<file path="src/rtl/cache_pkg.sv">
// Shared definitions for the direct-mapped cache controller.
// Holds the geometry constants, the FSM state encoding, the address split
// helpers ({tag, index}) and the saturating counter increment.
package cache_pkg;

    localparam int INDEX_W   = 10;
    localparam int TAG_W     = 3;
    localparam int DATA_W    = 8;
    localparam int ADDR_W    = TAG_W + INDEX_W;
    localparam int NUM_LINES = 1 << INDEX_W;
    localparam int CNT_W     = 16;

    typedef enum logic [2:0] {
        ST_IDLE      = 3'd0,
        ST_COMPARE   = 3'd1,
        ST_WRITEBACK = 3'd2,
        ST_ALLOCATE  = 3'd3,
        ST_UPDATE    = 3'd4
    } state_e;

    function automatic logic [TAG_W-1:0] addr_tag(input logic [ADDR_W-1:0] addr);
        return addr[ADDR_W-1:INDEX_W];
    endfunction

    function automatic logic [INDEX_W-1:0] addr_index(input logic [ADDR_W-1:0] addr);
        return addr[INDEX_W-1:0];
    endfunction

    function automatic logic [CNT_W-1:0] sat_inc(input logic [CNT_W-1:0] cnt);
        return (cnt == {CNT_W{1'b1}}) ? cnt : cnt + 1'b1;
    endfunction

endpackage

</file>
<file path="src/rtl/cache_line_status.sv">
// Per-line valid/dirty state for the direct-mapped cache.
// Ports:
//   globalclock, reset      - clock, synchronous active-high reset (clears all lines)
//   rd_idx -> rd_valid/rd_dirty - combinational read of one line
//   wr_en, wr_idx, wr_valid, wr_dirty - single write port, lands on the rising edge
module cache_line_status
    import cache_pkg::*;
(
    input  logic               globalclock,
    input  logic               reset,
    input  logic [INDEX_W-1:0] rd_idx,
    output logic               rd_valid,
    output logic               rd_dirty,
    input  logic               wr_en,
    input  logic [INDEX_W-1:0] wr_idx,
    input  logic               wr_valid,
    input  logic               wr_dirty
);

    logic [NUM_LINES-1:0] valid_q, valid_d;
    logic [NUM_LINES-1:0] dirty_q, dirty_d;

    always_comb begin
        valid_d = valid_q;
        dirty_d = dirty_q;
        if (wr_en) begin
            valid_d[wr_idx] = wr_valid;
            dirty_d[wr_idx] = wr_dirty;
        end
    end

    always_ff @(posedge globalclock) begin
        if (reset) begin
            valid_q <= '0;
            dirty_q <= '0;
        end else begin
            valid_q <= valid_d;
            dirty_q <= dirty_d;
        end
    end

    assign rd_valid = valid_q[rd_idx];
    assign rd_dirty = dirty_q[rd_idx];

endmodule

</file>
<file path="src/rtl/direct_cache_controller.sv">
// Sequencing FSM for a direct-mapped, write-back / write-allocate cache with
// one data word per line. Serves one CPU load/store at a time, drives the
// external tag and data memories and runs write-back / fill transactions on RAM.
// Ports:
//   globalclock, reset                         - clock, synchronous active-high reset
//   cpu_req/cpu_rw/cpu_addr/cpu_wdata          - CPU request, accepted only while cpu_ready
//   cpu_ready/cpu_done/cpu_rdata               - idle flag, completion pulse, load data
//   tag_wr_en/tag_addr/tag_in, tag_out         - tag memory write port and comb read
//   data_wr_en/data_addr/data_in, data_out     - data memory port and comb read
//   ram_req/ram_we/ram_addr/ram_wdata          - RAM request, held until ram_ack
//   ram_ack/ram_rdata                          - RAM completion and fill data
//   hit_count/miss_count                       - saturating event counters
//
// state      | meaning
// -----------+-----------------------------------------------------------
// IDLE       | ready for a CPU request
// COMPARE    | tag/valid lookup; hits complete here
// WRITEBACK  | dirty victim being written to RAM
// ALLOCATE   | requested line being fetched from RAM
// UPDATE     | tag/data/line state written, request completes
module direct_cache_controller
    import cache_pkg::*;
(
    input  logic               globalclock,
    input  logic               reset,
    input  logic               cpu_req,
    input  logic               cpu_rw,
    input  logic [ADDR_W-1:0]  cpu_addr,
    input  logic [DATA_W-1:0]  cpu_wdata,
    output logic               cpu_ready,
    output logic               cpu_done,
    output logic [DATA_W-1:0]  cpu_rdata,
    output logic               tag_wr_en,
    output logic [INDEX_W-1:0] tag_addr,
    output logic [TAG_W-1:0]   tag_in,
    input  logic [TAG_W-1:0]   tag_out,
    output logic               data_wr_en,
    output logic [INDEX_W-1:0] data_addr,
    output logic [DATA_W-1:0]  data_in,
    input  logic [DATA_W-1:0]  data_out,
    output logic               ram_req,
    output logic               ram_we,
    output logic [ADDR_W-1:0]  ram_addr,
    output logic [DATA_W-1:0]  ram_wdata,
    input  logic               ram_ack,
    input  logic [DATA_W-1:0]  ram_rdata,
    output logic [CNT_W-1:0]   hit_count,
    output logic [CNT_W-1:0]   miss_count
);

    state_e state_q, state_d;

    logic [ADDR_W-1:0]  addr_q, addr_d;
    logic               rw_q, rw_d;
    logic [DATA_W-1:0]  wdata_q, wdata_d;
    logic [TAG_W-1:0]   victim_tag_q, victim_tag_d;
    logic [DATA_W-1:0]  victim_data_q, victim_data_d;
    logic [DATA_W-1:0]  fill_q, fill_d;
    logic [DATA_W-1:0]  cpu_rdata_q, cpu_rdata_d;
    logic               cpu_done_q, cpu_done_d;
    logic [CNT_W-1:0]   hit_count_q, hit_count_d;
    logic [CNT_W-1:0]   miss_count_q, miss_count_d;

    logic [TAG_W-1:0]   lat_tag;
    logic [INDEX_W-1:0] lat_idx;
    logic               line_valid, line_dirty;
    logic               hit;
    logic               st_wr_en;

    assign lat_tag = addr_tag(addr_q);
    assign lat_idx = addr_index(addr_q);
    assign hit     = line_valid && (tag_out == lat_tag);

    cache_line_status u_status (
        .globalclock (globalclock),
        .reset       (reset),
        .rd_idx      (lat_idx),
        .rd_valid    (line_valid),
        .rd_dirty    (line_dirty),
        .wr_en       (st_wr_en),
        .wr_idx      (lat_idx),
        .wr_valid    (1'b1),
        .wr_dirty    (rw_q)
    );

    // State register
    always_ff @(posedge globalclock) begin
        if (reset) begin
            state_q <= ST_IDLE;
        end else begin
            state_q <= state_d;
        end
    end

    // Next-state logic
    always_comb begin
        state_d = state_q;
        case (state_q)
            ST_IDLE: begin
                if (cpu_req) state_d = ST_COMPARE;
            end
            ST_COMPARE: begin
                if (hit)                          state_d = ST_IDLE;
                else if (line_valid && line_dirty) state_d = ST_WRITEBACK;
                else                              state_d = ST_ALLOCATE;
            end
            ST_WRITEBACK: begin
                if (ram_ack) state_d = ST_ALLOCATE;
            end
            ST_ALLOCATE: begin
                if (ram_ack) state_d = ST_UPDATE;
            end
            ST_UPDATE: begin
                state_d = ST_IDLE;
            end
            default: state_d = ST_IDLE;
        endcase
    end

    // Outputs. The write-hit data/line-state write in COMPARE necessarily
    // depends on the tag compare; everything else is purely state + latches.
    always_comb begin
        cpu_ready  = (state_q == ST_IDLE);
        tag_addr   = lat_idx;
        data_addr  = lat_idx;
        tag_wr_en  = (state_q == ST_UPDATE);
        tag_in     = lat_tag;
        data_wr_en = 1'b0;
        data_in    = wdata_q;
        st_wr_en   = 1'b0;
        ram_req    = 1'b0;
        ram_we     = 1'b0;
        ram_addr   = addr_q;
        ram_wdata  = victim_data_q;
        case (state_q)
            ST_COMPARE: begin
                data_wr_en = hit && rw_q;
                st_wr_en   = hit && rw_q;
            end
            ST_WRITEBACK: begin
                ram_req  = 1'b1;
                ram_we   = 1'b1;
                ram_addr = {victim_tag_q, lat_idx};
            end
            ST_ALLOCATE: begin
                ram_req = 1'b1;
            end
            ST_UPDATE: begin
                data_wr_en = 1'b1;
                st_wr_en   = 1'b1;
                data_in    = rw_q ? wdata_q : fill_q;
            end
            default: ;
        endcase
    end

    // Request latches, victim capture, fill capture, CPU response, counters
    always_comb begin
        addr_d        = addr_q;
        rw_d          = rw_q;
        wdata_d       = wdata_q;
        victim_tag_d  = victim_tag_q;
        victim_data_d = victim_data_q;
        fill_d        = fill_q;
        cpu_rdata_d   = cpu_rdata_q;
        cpu_done_d    = 1'b0;
        hit_count_d   = hit_count_q;
        miss_count_d  = miss_count_q;
        case (state_q)
            ST_IDLE: begin
                if (cpu_req) begin
                    addr_d  = cpu_addr;
                    rw_d    = cpu_rw;
                    wdata_d = cpu_wdata;
                end
            end
            ST_COMPARE: begin
                if (hit) begin
                    cpu_done_d  = 1'b1;
                    hit_count_d = sat_inc(hit_count_q);
                    if (!rw_q) cpu_rdata_d = data_out;
                end else begin
                    miss_count_d  = sat_inc(miss_count_q);
                    victim_tag_d  = tag_out;
                    victim_data_d = data_out;
                end
            end
            ST_ALLOCATE: begin
                if (ram_ack) fill_d = ram_rdata;
            end
            ST_UPDATE: begin
                cpu_done_d = 1'b1;
                if (!rw_q) cpu_rdata_d = fill_q;
            end
            default: ;
        endcase
    end

    always_ff @(posedge globalclock) begin
        if (reset) begin
            addr_q        <= '0;
            rw_q          <= 1'b0;
            wdata_q       <= '0;
            victim_tag_q  <= '0;
            victim_data_q <= '0;
            fill_q        <= '0;
            cpu_rdata_q   <= '0;
            cpu_done_q    <= 1'b0;
            hit_count_q   <= '0;
            miss_count_q  <= '0;
        end else begin
            addr_q        <= addr_d;
            rw_q          <= rw_d;
            wdata_q       <= wdata_d;
            victim_tag_q  <= victim_tag_d;
            victim_data_q <= victim_data_d;
            fill_q        <= fill_d;
            cpu_rdata_q   <= cpu_rdata_d;
            cpu_done_q    <= cpu_done_d;
            hit_count_q   <= hit_count_d;
            miss_count_q  <= miss_count_d;
        end
    end

    assign cpu_done   = cpu_done_q;
    assign cpu_rdata  = cpu_rdata_q;
    assign hit_count  = hit_count_q;
    assign miss_count = miss_count_q;

endmodule

</file>
<file path="config.mk">
export PLATFORM = sky130hd
export DESIGN_NAME = direct_cache_controller
export DESIGN_NICKNAME = d
export VERILOG_FILES = /design/src/rtl/cache_pkg.sv /design/src/rtl/cache_line_status.sv /design/src/rtl/direct_cache_controller.sv
export SDC_FILE = /design/constraint.sdc
export NUM_CORES = 2
export LEC_CHECK = 0
export CORE_ASPECT_RATIO = 1.25
export CORE_MARGIN = 3
export CORE_UTILIZATION = 58
export CTS_CLUSTER_DIAMETER = 200
export DETAILED_ROUTE_END_ITERATION = 16
export HOLD_SLACK_MARGIN = 0.06
export PLACE_DENSITY_LB_ADDON = 0.2
export SYNTH_ARGS = -nofsm -noshare
export SYNTH_HDL_FRONTEND = slang
export SYNTH_SLANG_ARGS = --single-unit
</file>
<file path="constraint.sdc">
create_clock -name globalclock -period 5.54 [get_ports globalclock]
set_clock_uncertainty 0.2 [all_clocks]
set_input_delay 0.554 -clock globalclock [delete_from_list [all_inputs] [get_ports globalclock]]
set_output_delay 0.554 -clock globalclock [all_outputs]
set_load 0.01 [all_outputs]
</file>
==> metrics <==
status finished with violations; failing checks negative setup slack; met2 Use GR 57.4%; Max IR drop VDD 0.000317 V; Post-synth EDFFs 0; Tcrit/Tclk final 101%; first drt pass iteration count 7; critical path capture point type output port; Die Y 447 um; worst slew pin tran 1.37 ns; final hold vios 0; Area after DPL 93,400 um^2; die area 161,000 um^2; Finished Layout Cells 11,300; Final min period 5.62 ns; Sw Pwr 8.03 mW; I/O Buffers 142; setup TNS -0.0759 ns; Max FO, Critical Path 20; first-pass GRT wire length 476,000 um; Slew Viols, Final 0; Post-Route WL 319,000 um; maximum clock frequency 178 MHz; Max Root-Sink Buffers 3; met1 Use GR 47.4%; Residual DRC 0; Reg clk slew, reported paths 0.07 ns; Starting Density 58.5%; CTS tree built; worst path required time 4.79 ns; synth cell count leaders dfxtp_1 (2,133), a31oi_1 (2,057), nor2_1 (1,382); Sink Count 2,133; Synthesis Warnings 0; final-stage net count 9,086; PnR worst setup slack -0.0759 ns; final setup violating endpoints 1; DP HPWL 193,000 um; share of synthesized registers carrying an async set or reset 0%; largest cells by area after synthesis dfxtp_1 (47%), a31oi_1 (14%), a211oi_1 (8.5%); final core utilization 65.3%; synthesis-to-finish area growth 11.6%; Syn Area/Cell 9.56 um^2; wire per inst 28.3 um; H-tree Lvls 4; switch share 24.8%; total track usage 37.8%; core area 154,000 um^2; Seq/Total Area, Yosys 47.3%; latest clock arrival within the worst-skew pair 0.88 ns; pin count of the biggest net entering global routing 220; initial antenna violation count 15; Die W 359 um; Leak 30.9 nW; root buffer cell clkbuf_16; Worst Path Arrival 4.86 ns; power share of the clock group 44.5%; Ports 143; RSZ-0062 raised after global routing no; CTS buffer count 201; post-synth top area cell dfxtp_1; Power Total 32.4 mW; register bit total from synthesis 2,133; Comb power frac 7.8%; most frequent cell after synthesis dfxtp_1; share of total power in sequential cells 47.7%; internal power 24.3 mW; GR peak layer met2; Iteration-0 DRC Markers 11,600; synth unique cells 62; Hold Crit Class in2reg; Cells after Synth 9,449; PD cells 321 nW/um^2; Syn Nets 9,496; via count of the routed design 81,800; DR vias/cell 7.27; WHS 0.163 ns; total grt overflow 0; CP Class reg2out; antenna violation net count after detailed routing 0; Finished Cell Area 101,000 um^2; maxcap violations 0; row count 161; GRT met3 Usage 8.62%; dpl ws 0.131 ns; Synth top area share 47.3%; Placer Congestion 0.918; Synth Flop Type dfxtp_1; CP Launch Type flip-flop; mapped cell area 90,300 um^2; placed insts 10,800; slew margin rel. 8.55%; vias in the first global route 76,200; layout cell share with drive strength beyond 1 12.0%
[state kept, by name, summed over array words and instances, names as in the netlist]
| register | flops |
|---|---|
| ram_wdata | 8 |
| victim_tag_q | 3 |
| cpu_done | 1 |
| addr_q | 13 |
| fill_q | 8 |
| cpu_rdata | 8 |
| wdata_q | 8 |
| hit_count | 16 |
| u_status.dirty_q | 1024 |
| rw_q | 1 |
| u_status.valid_q | 1024 |
| state_q | 3 |
| miss_count | 16 |
[final cells by class]
cell class | instances | area [um^2]
inverters | 17 | 63.8
multi-input cells | 6125 | 43100
fillers | 12300 | 53500
diodes | 10 | 25.0
clock inverters | 54 | 724
well taps | 2037 | 2550
repair buffers | 561 | 5430
clock buffers | 314 | 6130
flip-flops and latches | 2133 | 42700
[layout by cell type (no fill, tap or decap), drive strengths merged, types with 120 or more instances in the layout]
cell / synthesis / layout
dfxtp: 2133 / 2133
a31oi: 2057 / 2057
nor2: 1382 / 1382
a211oi: 1026 / 1026
mux2i: 525 / 525
buf: 427 / 394
clkbuf: 747 / 314
mux4: 261 / 261
o22ai: 208 / 208
clkdlybuf4s50: 0 / 140
a22oi: 126 / 126
nand2: 120 / 120
[path summary, 6_finish.rpt]
path | start | slack, ns | cells after the start | end
setup reg to reg | addr_q[0] | 0.24 | 15 | u_status.dirty_q[935]
hold / removal | tag_out[0] | 0.16 | 3 | victim_tag_q[0]
setup / recovery | addr_q[4] | -0.08 | 12 | data_wr_en
hold reg to reg | wdata_q[2] | 0.26 | 2 | wdata_q[2]
[repair_timing]
item,CTS,global route
resized for setup,8,4
pin swaps,1,1
hold endpoints to repair,29,0
setup buffers,2,8
hold buffers,26,0
gates cloned,1,0
setup endpoints to repair,1,1
[cell families (layout without fill, tap and decap cells)]
| family | after synthesis | after routing | share of synthesized area (%) |
|---|---|---|---|
| AOI/OAI and AO/OA | 3559 | 3559 | 26.4 |
| adders and majority gates | 2 | 2 | 0.0277 |
| buffers and inverters | 1191 | 946 | 5.64 |
| xor gates and xnor gates | 14 | 14 | 0.136 |
| and+or+nand+nor | 1740 | 1740 | 7.93 |
| other | 0 | 10 | 0 |
| DFF | 2133 | 2133 | 47.3 |
| muxes | 810 | 810 | 12.6 |
[worst max-delay path, stage by stage (launching register included)]
cell and delay (ns):
dfxtp_2 0.50, buf_4 0.35, nand4bb_4 0.47, buf_12 0.28, o22ai_1 0.16, nor4_1 0.51
o2111ai_1 0.34, nand4_1 0.16, nand2_1 0.29, nor4_4 0.36, o21ai_4 0.16, buf_12 0.18
buf_4 0.19
[per-layer routing]
layer	vias to the layer above	part of all wire, %	wire [um]
li1	35700	-	-
met1	39800	37	117000
met2	5106	44	141000
met3	1260	11	33800
met4	10	8.1	25900
met5	-	0.024	76
[power groups by stage]
stage	Clock, mW	Combinational (mW)	Sequential (mW)
after floorplan	0	1.48	15.7
after global placement	0	2.36	15.8
after detailed placement	0	2.37	15.8
after CTS	14.5	2.41	15.4
after global routing	15.1	2.56	15.4
final	14.4	2.51	15.4
(Power assumes the default switching activity.)
